[src/rtl/edm_pkg.sv]
// Shared EDM definitions: mos_control state encodings, profile record and
// scheduler FSM encoding.
package edm_pkg;

  localparam logic [7:0] MOS_WAIT_BREAKDOWN  = 8'h01;
  localparam logic [7:0] MOS_BUCK_INTERLEAVE = 8'h02;
  localparam logic [7:0] MOS_RES_DISCHARGE   = 8'h04;
  localparam logic [7:0] MOS_DEION           = 8'h80;

  typedef struct packed {
    logic [15:0] waveform;
    logic [15:0] ip;
    logic [15:0] ton;
    logic [15:0] toff;
    logic [15:0] icharge;
    logic [15:0] count;
  } profile_t;

  typedef enum logic [1:0] {
    SCH_IDLE = 2'd0,
    SCH_LOAD = 2'd1,
    SCH_RUN  = 2'd2,
    SCH_STOP = 2'd3
  } sched_state_e;

  function automatic logic is_discharge_phase(input logic [7:0] st);
    return (st == MOS_BUCK_INTERLEAVE) || (st == MOS_RES_DISCHARGE);
  endfunction

endpackage

[src/rtl/profile_fifo.sv]
// Synchronous FIFO with level output; pointers carry an extra wrap bit so
// full and empty can be told apart.
module profile_fifo #(
  parameter int DEPTH = 4,
  parameter int WIDTH = 96
) (
  input  logic                     clk,
  input  logic                     rst,
  input  logic                     flush_i,
  input  logic                     push_i,
  input  logic                     pop_i,
  input  logic [WIDTH-1:0]         wdata_i,
  output logic [WIDTH-1:0]         rdata_o,
  output logic                     full_o,
  output logic                     empty_o,
  output logic [$clog2(DEPTH):0]   level_o
);

  localparam int AW = $clog2(DEPTH);

  logic [WIDTH-1:0] mem_q [DEPTH];
  logic [AW:0]      wr_ptr_q, rd_ptr_q, level_q;
  logic             push_s, pop_s;

  assign full_o  = (wr_ptr_q[AW] != rd_ptr_q[AW]) && (wr_ptr_q[AW-1:0] == rd_ptr_q[AW-1:0]);
  assign empty_o = (wr_ptr_q == rd_ptr_q);
  assign push_s  = push_i && !full_o;
  assign pop_s   = pop_i && !empty_o;
  assign rdata_o = mem_q[rd_ptr_q[AW-1:0]];
  assign level_o = level_q;

  always_ff @(posedge clk) begin
    if (rst || flush_i) begin
      wr_ptr_q <= '0;
      rd_ptr_q <= '0;
      level_q  <= '0;
    end else begin
      if (push_s) wr_ptr_q <= wr_ptr_q + (AW+1)'(1);
      if (pop_s)  rd_ptr_q <= rd_ptr_q + (AW+1)'(1);
      case ({push_s, pop_s})
        2'b10:   level_q <= level_q + (AW+1)'(1);
        2'b01:   level_q <= level_q - (AW+1)'(1);
        default: level_q <= level_q;
      endcase
    end
  end

  always_ff @(posedge clk) begin
    if (push_s) mem_q[wr_ptr_q[AW-1:0]] <= wdata_i;
  end

endmodule

[src/rtl/pulse_param_scheduler.sv]
// Feeds queued discharge profiles to mos_control, swapping at pulse ends.
// Optional event counters are built when PULSE_STATS_EN is defined.
module pulse_param_scheduler
  import edm_pkg::*;
#(
  parameter int          PROFILE_DEPTH = 4,
  parameter logic [15:0] DEFAULT_TOFF  = 16'd1000
) (
  input  logic                           clk,
  input  logic                           rst,
  input  logic                           run_req,
  input  logic                           flush,
  input  logic                           cfg_valid,
  output logic                           cfg_ready,
  input  logic [15:0]                    cfg_waveform,
  input  logic [15:0]                    cfg_ip,
  input  logic [15:0]                    cfg_ton,
  input  logic [15:0]                    cfg_toff,
  input  logic [15:0]                    cfg_icharge,
  input  logic [15:0]                    cfg_count,
  output logic                           cfg_err,
  input  logic [7:0]                     mos_state,
  output logic                           is_machine_start,
  output logic [15:0]                    waveform,
  output logic [15:0]                    Ip,
  output logic [15:0]                    Ton,
  output logic [15:0]                    Toff,
  output logic [15:0]                    inductor_charging_time,
  output logic                           busy,
  output logic                           profile_done,
  output logic [$clog2(PROFILE_DEPTH):0] fifo_level,
  output logic [31:0]                    pulse_total,
  output logic [31:0]                    open_total
);

  localparam profile_t ACT_RST = '{waveform: 16'd0, ip: 16'd0, ton: 16'd0,
                                   toff: DEFAULT_TOFF, icharge: 16'd0, count: 16'd0};

  profile_t     cfg_s, head_s, act_q, act_d;
  sched_state_e state_q, state_d;
  logic [15:0]  remaining_q, remaining_d;
  logic [7:0]   prev_state_q;
  logic         pulse_evt_q;
  logic         full_s, empty_s, push_s, pop_s, flush_s;
  logic         start_q, start_d, busy_q, busy_d, done_q, done_d, err_q;

  assign cfg_s     = '{waveform: cfg_waveform, ip: cfg_ip, ton: cfg_ton,
                       toff: cfg_toff, icharge: cfg_icharge, count: cfg_count};
  assign cfg_ready = !full_s;
  assign push_s    = cfg_valid && !full_s && (cfg_ton != 16'd0);
  assign flush_s   = flush && (state_q == SCH_IDLE);

  profile_fifo #(.DEPTH(PROFILE_DEPTH), .WIDTH($bits(profile_t))) u_fifo (
    .clk     (clk),
    .rst     (rst),
    .flush_i (flush_s),
    .push_i  (push_s),
    .pop_i   (pop_s),
    .wdata_i (cfg_s),
    .rdata_o (head_s),
    .full_o  (full_s),
    .empty_o (empty_s),
    .level_o (fifo_level)
  );

  // Pulse-end detection is registered, so swaps land two cycles after DEION entry
  always_ff @(posedge clk) begin
    if (rst) begin
      prev_state_q <= 8'h00;
      pulse_evt_q  <= 1'b0;
    end else begin
      prev_state_q <= mos_state;
      pulse_evt_q  <= is_discharge_phase(prev_state_q) && (mos_state == MOS_DEION);
    end
  end

  always_ff @(posedge clk) begin
    if (rst) begin
      state_q     <= SCH_IDLE;
      act_q       <= ACT_RST;
      remaining_q <= 16'd0;
      start_q     <= 1'b0;
      busy_q      <= 1'b0;
      done_q      <= 1'b0;
      err_q       <= 1'b0;
    end else begin
      state_q     <= state_d;
      act_q       <= act_d;
      remaining_q <= remaining_d;
      start_q     <= start_d;
      busy_q      <= busy_d;
      done_q      <= done_d;
      err_q       <= cfg_valid && !full_s && (cfg_ton == 16'd0);
    end
  end

  always_comb begin
    state_d     = state_q;
    act_d       = act_q;
    remaining_d = remaining_q;
    pop_s       = 1'b0;
    done_d      = 1'b0;
    case (state_q)
      SCH_IDLE: begin
        if (run_req && !empty_s) state_d = SCH_LOAD;
        else                     state_d = SCH_IDLE;
      end
      SCH_LOAD: begin
        pop_s       = 1'b1;
        act_d       = head_s;
        remaining_d = head_s.count;
        state_d     = SCH_RUN;
      end
      SCH_RUN: begin
        if (!run_req) begin
          state_d = SCH_STOP;
        end else if (pulse_evt_q) begin
          // count 0 means "run until a newer profile is queued"
          if (act_q.count != 16'd0) begin
            if (remaining_q != 16'd0) remaining_d = remaining_q - 16'd1;
            else                      remaining_d = remaining_q;
            if (remaining_q <= 16'd1) begin
              done_d = 1'b1;
              if (!empty_s) begin
                pop_s       = 1'b1;
                act_d       = head_s;
                remaining_d = head_s.count;
              end else begin
                state_d = SCH_STOP;
              end
            end else begin
              state_d = SCH_RUN;
            end
          end else if (!empty_s) begin
            pop_s       = 1'b1;
            act_d       = head_s;
            remaining_d = head_s.count;
          end else begin
            state_d = SCH_RUN;
          end
        end else begin
          state_d = SCH_RUN;
        end
      end
      SCH_STOP: begin
        if (mos_state == MOS_DEION) state_d = SCH_IDLE;
        else                        state_d = SCH_STOP;
      end
      default: state_d = SCH_IDLE;
    endcase
  end

  always_comb begin
    start_d = 1'b0;
    busy_d  = 1'b1;
    case (state_d)
      SCH_IDLE: busy_d  = 1'b0;
      SCH_RUN:  start_d = 1'b1;
      default:  start_d = 1'b0;
    endcase
  end

  assign is_machine_start       = start_q;
  assign busy                   = busy_q;
  assign profile_done           = done_q;
  assign cfg_err                = err_q;
  assign waveform               = act_q.waveform;
  assign Ip                     = act_q.ip;
  assign Ton                    = act_q.ton;
  assign Toff                   = act_q.toff;
  assign inductor_charging_time = act_q.icharge;

`ifdef PULSE_STATS_EN
  logic        open_evt_q;
  logic [31:0] pulse_total_q, open_total_q;

  always_ff @(posedge clk) begin
    if (rst) begin
      open_evt_q    <= 1'b0;
      pulse_total_q <= 32'd0;
      open_total_q  <= 32'd0;
    end else begin
      open_evt_q <= (prev_state_q == MOS_WAIT_BREAKDOWN) && (mos_state == MOS_DEION);
      if (pulse_evt_q && (pulse_total_q != 32'hFFFF_FFFF)) pulse_total_q <= pulse_total_q + 32'd1;
      if (open_evt_q && (open_total_q != 32'hFFFF_FFFF))   open_total_q  <= open_total_q + 32'd1;
    end
  end

  assign pulse_total = pulse_total_q;
  assign open_total  = open_total_q;
`else
  assign pulse_total = 32'd0;
  assign open_total  = 32'd0;
`endif

endmodule

[config.mk]
export PLATFORM = sky130hd
export DESIGN_NAME = pulse_param_scheduler
export DESIGN_NICKNAME = d
export VERILOG_FILES = /design/src/rtl/edm_pkg.sv /design/src/rtl/profile_fifo.sv /design/src/rtl/pulse_param_scheduler.sv
export SDC_FILE = /design/constraint.sdc
export NUM_CORES = 1
export LEC_CHECK = 0
export ABC_AREA = 1
export BUFFER_PORTS_ARGS = -buffer_cell sky130_fd_sc_hd__clkbuf_2
export CORE_MARGIN = 2
export CORE_UTILIZATION = 45
export DETAILED_ROUTE_END_ITERATION = 12
export PLACE_DENSITY = 0.77
export SYNTH_ARGS = -nofsm -noshare
export SYNTH_HDL_FRONTEND = slang
export SYNTH_SLANG_ARGS = --single-unit
[constraint.sdc]
create_clock -name clk -period 5.33 [get_ports clk]
set_clock_uncertainty 0.2 [all_clocks]
set_input_delay 0.533 -clock clk [delete_from_list [all_inputs] [get_ports clk]]
set_output_delay 0.533 -clock clk [all_outputs]
set_load 0.01 [all_outputs]
==> impl_results.md <==
- Vias in the first global route: 14300
- Final setup margin: 1980 ps
- CP Cell Sequence: inv_1, ha_1, inv_1, nor2_1, a21oi_4, inv_2, nand2_4, inv_4, buf_4, nor2_1, nor2_1
- Die Area: 48800 sq um
- Postcts setup bufs: 0
- Crit-path most repeated cell: nor2_1
- CP startpoint kind: flip-flop
- Leakage: 9.31 nW
- Syn avg cell area: 11.3 sq um
- Worst-margin pin slew: approximately 1100 ps
- Buffers plus inverters on the worst setup path: 5
- Flops & latches, synth: 522
- RSZ-0062 raised after global routing: no
- Final Hold Fails: 0
- Initial core utilization: 45.6%
- Die height: 221 um
- CP delay by family, top: buffers and inverters
- Hpwl dp: 28.3 mm
- Synthesized area: 21200 sq um
- Hold path start: run_req
- Register area: ~14000 sq um
- Gr usage total: 19.4%
- Port bufs: 196
- DR iter-0 viols: roughly 1400
- DRC violations left: 0
- Fin Hold WS: about 89 ps
- CTS sink cnt: 522
- Bufs on Longest Clock Path: 3
- Tmin final: 3350 ps
- R2R Path End: Ton[3]
- Status: finished clean
- Post-route core utilization: 53.2%
- Num rows: 79
- DP Worst Slack: roughly 2100 ps
- Critical Path RT: 5640 ps
- Worst hold path class: in2reg
- Syn-to-layout area delta: 16.7%
- Met2 wire len: 24.2 mm
- Final period util: 62.8%
- Met3 Routed Length: 3.17 mm
- Yosys top cell by area: edfxtp_1
- Worst EP arrival: roughly 3700 ps
- Netlist cell types: 41
- Clk_lat worst skew: between 600 and 700 ps
- Crit-path max cell delay: 610 ps
- Resize count post-CTS: 0
- Reg clk slew, reported paths: 70 ps
- Number of H-tree levels: 2
- Setup CP Type: reg2reg
- Synth warnings: 0
- Via density: 5.28
- I/O pin cnt: approximately 260
- Largest net degree at the start of global routing: 118
- Multi-input logic area: 5400 sq um
- Hold EP: is_machine_start
- Root Buffer Master: clkbuf_16
- Core box area: ~46000 sq um
- Num CTS Buffers: 51
- DR vias: 14400
- Wl on met1: between 20 and 25 mm
- CTS tree: yes
- Commonest cells after routing, fill and taps aside: nor2_1, edfxtp_1, o21ai_0
- Maximum vdd drop: 0.223 mV
- R2r startpoint: state_q[0]
- CP endpoint kind: flip-flop
- Relative slew slack: 25.1%
- Initial antenna violation count: 4
- Overall routed net length: around 49 mm
- Max Clk Rate: 0.299 GHz
- Cells after synthesis: about 1900
- Hold path cells: 4
- Top cell type's share of synthesized area: 54.5%
- Placer Congestion: 0.853
- Path depth of the worst reg2reg path: 11
- Post-route ant nets: 0
- Top cells by area, synth: edfxtp_1, dfxtp_1, nor2_1
- Number of nets in the layout: approximately 2200
- Setup violators final: 0
- Max cap viols: 0
- CP max stage cell: buf_4
- Drt pass-1 iters: 5
- Grt total ovfl: 0
- FILL cells: 3755
- First-pass GRT wire length: roughly 76 mm
- Commonest non-fill, non-tap cell in the layout: nor2_1
- CP max FO: 60
- Power Density: 364 nW/um^2
- R2R Setup Slk: 1980 ps
- Die W: 221 um
- Highest metal used: met4
- Fraction of layout cells with a size suffix above 1: 15.8%
- Sequential area share after synthesis: 67.5%
- Routed wire per std cell: 17.9 um
- Final Slew Violations: 0
-- registers in the layout, indices dropped and copies added, names as in the netlist, named ones only --
name	cells
pulse_evt_q	1
u_fifo.wr_ptr_q	3
state_q	2
act_q	16
Ton	16
inductor_charging_time	16
waveform	16
u_fifo.mem_q	384
is_machine_start	1
cfg_err	1
prev_state_q	8
profile_done	1
busy	1
Toff	16
u_fifo.rd_ptr_q	3
u_fifo.level_o	3
Ip	16
remaining_q	16
-- final cells by class --
class                      instances  area share (%)
sequential                       522            57.9
multi-input combinational       1127            21.8
timing repair buffer             318            8.99
clock buffer                      70            6.08
tap                              607            3.07
clock inverter                    25            1.28
inverter                          52           0.825
antenna                            4          0.0405
-- through the flow --
stage | TNS, ps | instance area, sq um | std cells | power, mW
4_1_cts | 0 | 24700 | 2721 | 9.04
5_1_grt | 0 | 24700 | 2724 | 9.28
6_report | 0 | 24700 | 2725 | 9.00
3_5_place_dp | 0 | 21800 | 2521 | 5.21
3_3_place_gp | 0 | 21800 | 2521 | 5.19
2_1_floorplan | -227080 | 21400 | 1943 | 5.08
-- report_power, final --
group / switching [mW] / total [mW] / internal [mW]
Combinational: 0.402 / 0.633 / 0.231
Sequential: 0.0526 / 4.56 / 4.51
Clock: 1.56 / 3.81 / 2.25
Total: 2.02 / 9.00 / 6.99
-- worst max path at each step --
stage,slack (ps),endpoint,cells past startpoint,from
after detailed placement,2060,u_fifo.mem_q[1][92],6,cfg_ton[15]
after global placement,2100,u_fifo.mem_q[0][92],6,cfg_ton[15]
after floorplan,-590,u_fifo.mem_q[0][0],8,u_fifo.wr_ptr_q[2]
after global routing,1800,Ton[3],11,state_q[0]
final,1980,Ton[3],11,state_q[0]
after CTS,2060,Ton[9],11,state_q[0]
-- synth_stat cells --
cell and instances:
nor2_1 395, inv_1 46, nor4_1 7, o21a_1 1
edfxtp_1 384, o21ai_1 9, clkbuf_1 65, dfxtp_1 138
buf_4 147, buf_1 3, nand3_1 41, nand3_2 1
nand2_4 1, nand2_1 133, nor3_1 6, nand3_4 2
nor2_2 3, a32o_1 7, a21boi_0 2, inv_2 6
buf_2 18, nand4_1 5, nand3b_1 2, xnor2_2 2
a21oi_1 47, o21bai_1 4, fa_1 1, nand2_2 3
o21ai_2 1, buf_6 9, conb_1 1, or2_1 1
o22a_1 1, xor2_1 6, o22ai_1 87, ha_1 14
o21ai_0 268, a21oi_4 1, a32oi_1 1, nor2_4 5
xnor2_1 6
-- cell families (layout without fill, tap and decap cells) --
| kind of cell | count (synthesis) | count (layout) | share of synthesized area, % |
|---|---|---|---|
| simple gates | 605 | 605 | 11.6 |
| fa+ha+maj | 15 | 15 | 0.922 |
| other cells | 1 | 68 | 0.0177 |
| buf+inv | 294 | 465 | 8.24 |
| flops | 522 | 522 | 67.5 |
| xor+xnor | 14 | 14 | 0.650 |
| compound gates | 429 | 429 | 11.0 |
-- worst min-delay path: stages --
cell and delay, ps:
clkbuf_2 100, nand3_1 80, nand2_1 90, nor2_1 40
-- per-layer routing --
metal	global-route usage, %	vias up
met3	3.63	87
met5	0	-
met2	33.4	597
met4	6.71	0
met1	24.7	6941
li1	-	6752
-- what timing repair did --
item / in CTS / in global routing
hold buffers: 105 / 0
setup endpoints to repair: 0 / 0
hold endpoints to repair: 393 / 0
Power figures use the tool's default switching activity.
